**config.mk**
```make
export PLATFORM = sky130hd
export DESIGN_NAME = conv_loop_ctrl_flat
export DESIGN_NICKNAME = d
export VERILOG_FILES = /design/src/rtl/conv_loop_ctrl_if.sv /design/src/rtl/conv_loop_ctrl.sv /design/src/flat_wrapper.sv
export SDC_FILE = /design/constraint.sdc
export NUM_CORES = 1
export LEC_CHECK = 0
export BUFFER_PORTS_ARGS = -buffer_cell sky130_fd_sc_hd__buf_2
export CORE_UTILIZATION = 57
export CTS_CLUSTER_SIZE = 10
export DETAILED_ROUTE_END_ITERATION = 6
export GPL_TIMING_DRIVEN = 0
export HOLD_SLACK_MARGIN = 0.02
export PLACE_DENSITY = 0.85
export SLEW_MARGIN = 20
export SYNTH_ARGS = -nofsm -noshare
export SYNTH_HDL_FRONTEND = slang
export SYNTH_SLANG_ARGS = --single-unit
```
**constraint.sdc**
```tcl
create_clock -name clk -period 4.15 [get_ports clk]
set_clock_uncertainty 0.15 [all_clocks]
set_input_delay 0.6225 -clock clk [delete_from_list [all_inputs] [get_ports clk]]
set_output_delay 0.6225 -clock clk [all_outputs]
set_load 0.05 [all_outputs]
```
**src/rtl/conv_loop_ctrl_if.sv**
```systemverilog
// conv_loop_ctrl_if: job control, FIFO/stall handshakes, datapath strobes and
// loop indices between the convolution loop controller and its neighbours.
// Optional stall counter port: CONV_LOOP_CTRL_STALL_CNT_EN.
interface conv_loop_ctrl_if #(
    parameter int IDX_W = 4
`ifdef CONV_LOOP_CTRL_STALL_CNT_EN
   ,parameter int PERF_W = 16
`endif
);
    logic             start;
    logic             mode;
    logic [IDX_W-1:0] cfg_filt;
    logic [IDX_W-1:0] cfg_stride;
    logic [IDX_W-1:0] cfg_win;
    logic             in_empty;
    logic             out_stall;
    logic             is_zero;
    logic [IDX_W-1:0] c0;
    logic [IDX_W-1:0] c1;
    logic [IDX_W-1:0] c2;
    logic             in_rd;
    logic             mac_en;
    logic             acc_clr;
    logic             out_ld;
    logic             busy;
    logic             done;
`ifdef CONV_LOOP_CTRL_STALL_CNT_EN
    logic [PERF_W-1:0] stall_cnt;

    modport master (
        output start, mode, cfg_filt, cfg_stride, cfg_win, in_empty, out_stall, is_zero,
        input  c0, c1, c2, in_rd, mac_en, acc_clr, out_ld, busy, done, stall_cnt
    );

    modport slave (
        input  start, mode, cfg_filt, cfg_stride, cfg_win, in_empty, out_stall, is_zero,
        output c0, c1, c2, in_rd, mac_en, acc_clr, out_ld, busy, done, stall_cnt
    );
`else
    modport master (
        output start, mode, cfg_filt, cfg_stride, cfg_win, in_empty, out_stall, is_zero,
        input  c0, c1, c2, in_rd, mac_en, acc_clr, out_ld, busy, done
    );

    modport slave (
        input  start, mode, cfg_filt, cfg_stride, cfg_win, in_empty, out_stall, is_zero,
        output c0, c1, c2, in_rd, mac_en, acc_clr, out_ld, busy, done
    );
`endif
endinterface

```
**src/rtl/conv_loop_ctrl.sv**
```systemverilog
// conv_loop_ctrl: three nested loop counters (filter element c0, stride phase
// c1, window c2) for the streaming convolution datapath. Loop order and bounds
// are latched per job; the controller pops the input FIFO, gates the MAC and
// strobes accumulator clear / output load.
// Optional feature macro: CONV_LOOP_CTRL_STALL_CNT_EN adds a saturating
// counter of RUN cycles lost to empty input or output back-pressure.
module conv_loop_ctrl #(
    parameter int IDX_W = 4
`ifdef CONV_LOOP_CTRL_STALL_CNT_EN
   ,parameter int PERF_W = 16
`endif
) (
    input  logic           clk,
    input  logic           rst_n,
    conv_loop_ctrl_if.slave bus
);

    typedef enum logic [1:0] {
        S_IDLE = 2'd0,
        S_INIT = 2'd1,
        S_RUN  = 2'd2,
        S_DONE = 2'd3
    } state_t;

    localparam logic [IDX_W-1:0] ONE = {{(IDX_W-1){1'b0}}, 1'b1};

    state_t           state_q, state_d;
    logic             mode_q, mode_d;
    logic [IDX_W-1:0] filt_q, filt_d;
    logic [IDX_W-1:0] stride_q, stride_d;
    logic [IDX_W-1:0] win_q, win_d;
    logic [IDX_W-1:0] c0_q, c0_d;
    logic [IDX_W-1:0] c1_q, c1_d;
    logic [IDX_W-1:0] c2_q, c2_d;
    logic             out_ld_q, out_ld_d;

    logic step;
    logic wrap0, wrap1, wrap2;
    logic last;

    // A step happens only in RUN with data available and no back-pressure.
    assign step  = (state_q == S_RUN) & ~bus.in_empty & ~bus.out_stall;
    assign wrap0 = (c0_q == filt_q - ONE);
    assign wrap1 = (c1_q == stride_q - ONE);
    assign wrap2 = (c2_q == win_q - ONE);
    assign last  = wrap0 & wrap1 & wrap2;

    assign bus.c0     = c0_q;
    assign bus.c1     = c1_q;
    assign bus.c2     = c2_q;
    assign bus.out_ld = out_ld_q;

    // FSM state register.
    always_ff @(posedge clk or negedge rst_n) begin
        // NOTE: sequential state uses non-blocking assignments so every
        // register samples pre-edge values regardless of block ordering.
        if (!rst_n) state_q <= S_IDLE;
        else        state_q <= state_d;
    end

    // FSM next state and the combinational strobes.
    always_comb begin
        // NOTE: every signal gets a default first so no path leaves it
        // unassigned, which would otherwise infer a latch.
        state_d     = state_q;
        bus.in_rd   = 1'b0;
        bus.mac_en  = 1'b0;
        bus.acc_clr = out_ld_q;
        bus.busy    = 1'b0;
        bus.done    = 1'b0;
        unique case (state_q)
            S_IDLE: begin
                if (bus.start) state_d = S_INIT;
            end
            S_INIT: begin
                state_d     = S_RUN;
                bus.acc_clr = 1'b1;
                bus.busy    = 1'b1;
            end
            S_RUN: begin
                bus.busy   = 1'b1;
                bus.in_rd  = step;
                bus.mac_en = step & ~bus.is_zero;
                if (step && last) state_d = S_DONE;
            end
            S_DONE: begin
                state_d  = S_IDLE;
                bus.done = 1'b1;
            end
            default: state_d = S_IDLE;
        endcase
    end

    // Per-job configuration capture and loop counter advance.
    always_comb begin
        mode_d   = mode_q;
        filt_d   = filt_q;
        stride_d = stride_q;
        win_d    = win_q;
        c0_d     = c0_q;
        c1_d     = c1_q;
        c2_d     = c2_q;
        out_ld_d = step & wrap0;
        if (state_q == S_INIT) begin
            // A zero bound would never wrap; treat it as a single iteration.
            mode_d   = bus.mode;
            filt_d   = (bus.cfg_filt   == '0) ? ONE : bus.cfg_filt;
            stride_d = (bus.cfg_stride == '0) ? ONE : bus.cfg_stride;
            win_d    = (bus.cfg_win    == '0) ? ONE : bus.cfg_win;
            c0_d     = '0;
            c1_d     = '0;
            c2_d     = '0;
        end else if (step) begin
            c0_d = wrap0 ? '0 : c0_q + ONE;
            if (!mode_q) begin
                // c1 middle, c2 outer
                if (wrap0)          c1_d = wrap1 ? '0 : c1_q + ONE;
                if (wrap0 && wrap1) c2_d = wrap2 ? '0 : c2_q + ONE;
            end else begin
                // c2 middle, c1 outer
                if (wrap0)          c2_d = wrap2 ? '0 : c2_q + ONE;
                if (wrap0 && wrap2) c1_d = wrap1 ? '0 : c1_q + ONE;
            end
        end
    end

    // Configuration, counter and output-load registers.
    always_ff @(posedge clk or negedge rst_n) begin
        if (!rst_n) begin
            mode_q   <= 1'b0;
            filt_q   <= ONE;
            stride_q <= ONE;
            win_q    <= ONE;
            c0_q     <= '0;
            c1_q     <= '0;
            c2_q     <= '0;
            out_ld_q <= 1'b0;
        end else begin
            mode_q   <= mode_d;
            filt_q   <= filt_d;
            stride_q <= stride_d;
            win_q    <= win_d;
            c0_q     <= c0_d;
            c1_q     <= c1_d;
            c2_q     <= c2_d;
            out_ld_q <= out_ld_d;
        end
    end

`ifdef CONV_LOOP_CTRL_STALL_CNT_EN
    localparam logic [PERF_W-1:0] PERF_ONE = {{(PERF_W-1){1'b0}}, 1'b1};

    logic [PERF_W-1:0] stall_cnt_q, stall_cnt_d;

    assign bus.stall_cnt = stall_cnt_q;

    // Lost RUN cycles: cleared when a job starts, saturating, held after DONE.
    always_comb begin
        stall_cnt_d = stall_cnt_q;
        if (state_q == S_INIT)
            stall_cnt_d = '0;
        else if ((state_q == S_RUN) && !step && (stall_cnt_q != '1))
            stall_cnt_d = stall_cnt_q + PERF_ONE;
    end

    // Stall counter register.
    always_ff @(posedge clk or negedge rst_n) begin
        if (!rst_n) stall_cnt_q <= '0;
        else        stall_cnt_q <= stall_cnt_d;
    end
`endif

endmodule

```
**src/flat_wrapper.sv**
```systemverilog
// flat-port wrapper written by rule: the top's interface ports become plain ports
module conv_loop_ctrl_flat 
#(
    parameter int IDX_W = 4

)
  (clk, rst_n, bus_start, bus_mode, bus_cfg_filt, bus_cfg_stride, bus_cfg_win, bus_in_empty, bus_out_stall, bus_is_zero, bus_c0, bus_c1, bus_c2, bus_in_rd, bus_mac_en, bus_acc_clr, bus_out_ld, bus_busy, bus_done);
  conv_loop_ctrl_if #(.IDX_W(IDX_W)) bus_i ();
  input  logic clk;
  input  logic rst_n;
  input wire logic [$bits(bus_i.start)-1:0] bus_start;
  input wire logic [$bits(bus_i.mode)-1:0] bus_mode;
  input wire logic [$bits(bus_i.cfg_filt)-1:0] bus_cfg_filt;
  input wire logic [$bits(bus_i.cfg_stride)-1:0] bus_cfg_stride;
  input wire logic [$bits(bus_i.cfg_win)-1:0] bus_cfg_win;
  input wire logic [$bits(bus_i.in_empty)-1:0] bus_in_empty;
  input wire logic [$bits(bus_i.out_stall)-1:0] bus_out_stall;
  input wire logic [$bits(bus_i.is_zero)-1:0] bus_is_zero;
  output wire logic [$bits(bus_i.c0)-1:0] bus_c0;
  output wire logic [$bits(bus_i.c1)-1:0] bus_c1;
  output wire logic [$bits(bus_i.c2)-1:0] bus_c2;
  output wire logic [$bits(bus_i.in_rd)-1:0] bus_in_rd;
  output wire logic [$bits(bus_i.mac_en)-1:0] bus_mac_en;
  output wire logic [$bits(bus_i.acc_clr)-1:0] bus_acc_clr;
  output wire logic [$bits(bus_i.out_ld)-1:0] bus_out_ld;
  output wire logic [$bits(bus_i.busy)-1:0] bus_busy;
  output wire logic [$bits(bus_i.done)-1:0] bus_done;
  assign bus_i.start = bus_start;
  assign bus_i.mode = bus_mode;
  assign bus_i.cfg_filt = bus_cfg_filt;
  assign bus_i.cfg_stride = bus_cfg_stride;
  assign bus_i.cfg_win = bus_cfg_win;
  assign bus_i.in_empty = bus_in_empty;
  assign bus_i.out_stall = bus_out_stall;
  assign bus_i.is_zero = bus_is_zero;
  assign bus_c0 = bus_i.c0;
  assign bus_c1 = bus_i.c1;
  assign bus_c2 = bus_i.c2;
  assign bus_in_rd = bus_i.in_rd;
  assign bus_mac_en = bus_i.mac_en;
  assign bus_acc_clr = bus_i.acc_clr;
  assign bus_out_ld = bus_i.out_ld;
  assign bus_busy = bus_i.busy;
  assign bus_done = bus_i.done;
  conv_loop_ctrl #(.IDX_W(IDX_W)) u_core (.clk(clk), .rst_n(rst_n), .bus(bus_i));
endmodule
```
; Word level (Yosys, flattened, before mapping)
; Cells that the tools add are included.
[totals]
register_bits = 28
output_inout_bits = 18
romBits = 0
n_memories = 0
ramBits = 0
latch_bits = 0
[op_classes]
mul = 0
div = 0
order_cmp = 0
n_reduce_logical = 14
n_shift = 0
n_eq_ne = 10
n_bitwise = 9
n_addsub = 6
mux = 26
[ops]
columns = cell, n
row1 = 4-bit two-way mux, 18
row2 = 4-bit by 1-bit adder with 4-bit output (second input constant), 3
row3 = 4-bit equality test, 3
row4 = 4-bit logical NOT, 3
row5 = 4-bit by 1-bit subtractor with 4-bit output (second input constant), 3
row6 = 2-bit case mux with 4 select lines, 1
row7 = 1-bit bitwise AND, 6
row8 = 3-bit inequality test (second input constant), 2
row9 = 3-bit AND reduction, 2
row10 = 3-bit nonzero test, 2
row11 = 1-bit two-way mux, 5
row12 = 2-bit equality test (second input constant), 2
row13 = 2-bit two-way mux, 2
row14 = 2-bit inequality test (second input constant), 2
row15 = 1-bit logical AND, 3
row16 = 1-bit NOT, 3
row17 = 2-bit by 1-bit equality test with 1-bit output (second input constant), 1
row18 = 2-bit logical NOT, 1
row19 = 2-bit AND reduction, 1
row20 = 2-bit nonzero test, 1
row21 = 2-bit OR reduction, 1

; Depth between registers and ports, before layout
[logic_depth]
word_depth = 7
depth_mapped = 9
depth_no_buf = 9

; Worst setup path after synthesis
; OpenSTA, ideal clock, no wires.
[synth_path]
path_kind = input to output
from = input port bus_in_empty
to = output port bus_mac_en
path_buffers = 0
arrival_ns = 1.742
path_slack_ns = 1.636
stages = 2
path_cell_list = or3b_1 > nor2_1
[synth_via]
elab_chain_cells = 5
[synth_lines]
columns = element, line
row1 = start: declaration, flat_wrapper.sv:16  ; input wire logic [$bits(bus_i.in_empty)-1:0] bus_in_empty;
row2 = 1-bit NOT, conv_loop_ctrl.sv:42  ; assign step = (state_q == S_RUN) & ~bus.in_empty & ~bus.out_stall;
row3 = 1-bit bitwise AND (2 in a row), conv_loop_ctrl.sv:42
row4 = 1-bit bitwise AND, conv_loop_ctrl.sv:83  ; bus.mac_en = step & ~bus.is_zero;
row5 = 1-bit two-way mux, conv_loop_ctrl.sv:71  ; unique case (state_q)
row6 = end: declaration, flat_wrapper.sv:23  ; output wire logic [$bits(bus_i.mac_en)-1:0] bus_mac_en;
; Every way passes these cells.

; Worst setup path after layout
[layout_path]
from = register u_core.state_q[0]
to = output port bus_mac_en
[layout_via]
elab_chain_cells = 5
[layout_lines]
columns = element, line
row1 = start: declaration, conv_loop_ctrl.sv:27  ; state_t state_q, state_d;
row2 = start signal: assignment, conv_loop_ctrl.sv:58  ; else state_q <= state_d;
row3 = 2-bit equality test (*), "conv_loop_ctrl.sv:42, conv_loop_ctrl.sv:71"
row4 = 1-bit bitwise AND (2 in a row), conv_loop_ctrl.sv:42
row5 = 1-bit bitwise AND, conv_loop_ctrl.sv:83
row6 = 1-bit two-way mux (*), conv_loop_ctrl.sv:71
; Every way passes the cells marked *; elsewhere a longest branch is shown, timed or not.

==> flow_summary.ini <==
[outcome]
run_status = complete, no violations

[yosys]
synth_area_leaders = dfrtp_1 (39%), ha_1 (7.8%), dfstp_2 (4.9%)
postSynthCellCount = 158
synth.most_common_cell = dfrtp_1
yosysSeqAreaShare_pct = 43.9
async_flop_share_pct = 100
syn_nets = 187
syn_area_per_cell_um2 = 10.2
synth_cell_types = 39
synth_flop_cell = dfrtp_1
ys.warnings.count = 0
synthTopCellsByCount = dfrtp_1 (25), inv_1 (14), o21ai_0 (12)
synthesis.area_mm2 = 0.00160
synth_seq_cells = 28
yosysTopAreaCellShare_pct = 39.0
yosysTopAreaCell = dfrtp_1
synth_edf_count = 0

[sta]
fin_tns_setup_ns = 0
min_period_over_period_pct = 65.0
tightest_slew_ns = 0.612
post-route-min-period_ns = 2.70
slew_headroom_pct = 59.2
slew_violations = 0
max_freq_mhz = 371
hold_viol = 0
holdWs_ns = 0.131
setup_viol = 0
rsz0062_at_grt = no

[setup_path]
worstSetupEndpointType = output pin
critPathMaxFanout = 5
arrival_ns = 1.92
rr_endpoint = u_core.state_q[1]$_DFFE_PN0P_
cp.required_ns = 3.38
r2r_setup_slack_ns = 1.67
crit_type = flop to output pin
critPathLaunchType = flop
reg2reg_depth = 8
r2r_start = u_core.filt_q[0]$_DFFE_PN1P_

[flow_run]
cap_violations = 0

[cts]
worstSkewPairLatency_ns = 0.33
clock_sinks = 28
cts_tree = done
max-clock-path-buffers = 2
holdBufCountCts = 0
path_clk_slew_ns = 0.16
numCtsBuffers = 3
cts_root_buffer = clkbuf_4
cts_resized = 0
htree_levels = 1
cts_setup_buffers = 0

[detailed_routing]
wire_per_inst_um = 13.8
drt_wl_total_um = 3160
drc = 0
ant_nets = 0
drt_iter0_markers = 9
dr.pass1.iters = 4
viasPerCell = 5.62
vias = 1281

[power]
clkPwrFrac_pct = 9.1
power_mw = 1.28
p_switching_mw = 0.582
p_leak_nw = 0.913
p_per_area_mw_per_mm2 = 691
swShare_pct = 45.6
intPower_mw = 0.694
vdd_drop_max_mv = 0.641
seq_power_share_pct = 36.1
power_frac_comb_pct = 54.8

[cells_and_area]
finish.net_count = 228
drive_gt1_share_pct = 28.3
fin_cells = 228
final_area_mm2 = 0.00185
multi_input_area_um2 = 831
regArea_um2 = 704
n_antenna_cell = 0
nFillCells = 209
area_growth_pct = 15.2

[global_routing]
grt_start_max_net_pins = 29
grt_pass1_wl_um = 5100
overflow = 0
antenna_found_initial = 0
grt_use_total_pct = 23.9
first_global_vias = 1216

[place]
place_congestion = 0.761
dpl_cell_area_mm2 = 0.00182
portBuffers = 36
hpwl_um = 2420
numPlacedInstances = 224

[die]
die_w_um = 55.1
rows = 18
die_y_um = 55.1
start_util_pct = 62.5
ioPinCount = 37
dieArea_mm2 = 0.00303
core_area_mm2 = 0.00257

[min_path]
hp-class = primary input to async pin
cell usage in the layout (no fill, tap or decap), types with 2 or more instances in the layout:
master	netlist	final
xor2_1	9	9
ha_1	10	10
nand3_1	5	5
o21ai_0	12	12
dfrtp_1	25	25
dfstp_2	3	3
inv_1	14	14
o2bb2ai_1	2	2
nand2b_1	2	2
mux2_2	7	7
clkbuf_4	0	3
and2_1	2	2
mux2i_1	2	2
xnor2_1	8	8
a21oi_1	4	4
o21a_1	2	2
nand4_1	3	3
buf_2	0	36
nor3_1	7	7
nor2_1	9	9
nand2_1	11	11
clkbuf_1	2	3
power groups by stage:
stage	sequential [mW]	combinational, mW	clock [mW]
2_1_floorplan	0.496	0.523	0
3_3_place_gp	0.460	0.672	0
3_5_place_dp	0.466	0.699	0
4_1_cts	0.460	0.706	0.118
5_1_grt	0.473	0.763	0.128
6_report	0.460	0.700	0.116
cell families (layout without fill, tap and decap cells):
kind of cell	after synthesis	in the layout	share of synthesized area, %
multiplexers	10	10	7.10
buffers and inverters	18	58	4.29
AO/OA/AOI/OAI	28	28	11.3
XOR/XNOR	18	18	10.8
adder cells (fa/ha/maj)	10	10	7.80
AND/OR/NAND/NOR	46	46	14.8
flip-flops	28	28	43.9
worst max-delay path by stage:
stage	depth (start not counted)	slack, ns	startpoint	end
2_1_floorplan	2	1.64	bus_in_empty	bus_mac_en
3_3_place_gp	8	1.70	u_core.filt_q[0]$_DFFE_PN1P_	u_core.state_q[1]$_DFFE_PN0P_
3_5_place_dp	8	1.67	u_core.filt_q[0]$_DFFE_PN1P_	u_core.state_q[1]$_DFFE_PN0P_
4_1_cts	5	1.44	u_core.state_q[1]$_DFFE_PN0P_	bus_acc_clr
5_1_grt	5	1.32	u_core.state_q[1]$_DFFE_PN0P_	bus_acc_clr
6_report	5	1.45	u_core.state_q[0]$_DFFE_PN0P_	bus_mac_en
per-stage QoR:
stage               setup WS (ns)  util (%)
floorplan                    1.64         -
global placement             1.70      71.0
detailed placement           1.67      71.0
CTS                          1.44      72.0
global route                 1.32      72.0
finish                       1.45      72.0
registers in the layout (all words and copies together), names as in the netlist:
name	cells
u_core.filt_q	4
u_core.bus.c0	4
u_core.bus.out_ld	1
u_core.state_q	2
u_core.bus.c1	4
u_core.stride_q	4
u_core.mode_q	1
u_core.win_q	4
u_core.bus.c2	4
critical path, stage by stage, from the launching register on:
cell	delay (ns)
dfrtp_1	0.44
inv_1	0.11
ha_1	0.22
or3b_1	0.45
nor2_1	0.11
buf_2	0.26
final cells by class:
| type | count | area share, % |
|---|---|---|
| tap | 30 | 2.03 |
| clock buffer | 4 | 1.42 |
| buffer | 3 | 0.609 |
| sequential | 28 | 38.1 |
| timing repair buffer | 36 | 9.75 |
| inverter | 15 | 3.11 |
| multi-input combinational | 112 | 45.0 |
per-layer routing:
layer  part of all wire [%]  up-vias  global-route usage (%)
met3                    4.5        4                    3.01
met1                     44      616                    29.7
met2                     51       40                    41.8
met5                      0        -                       0
li1                       -      621                       -
met4                    1.0        0                    9.58
(Power assumes the default switching activity.)
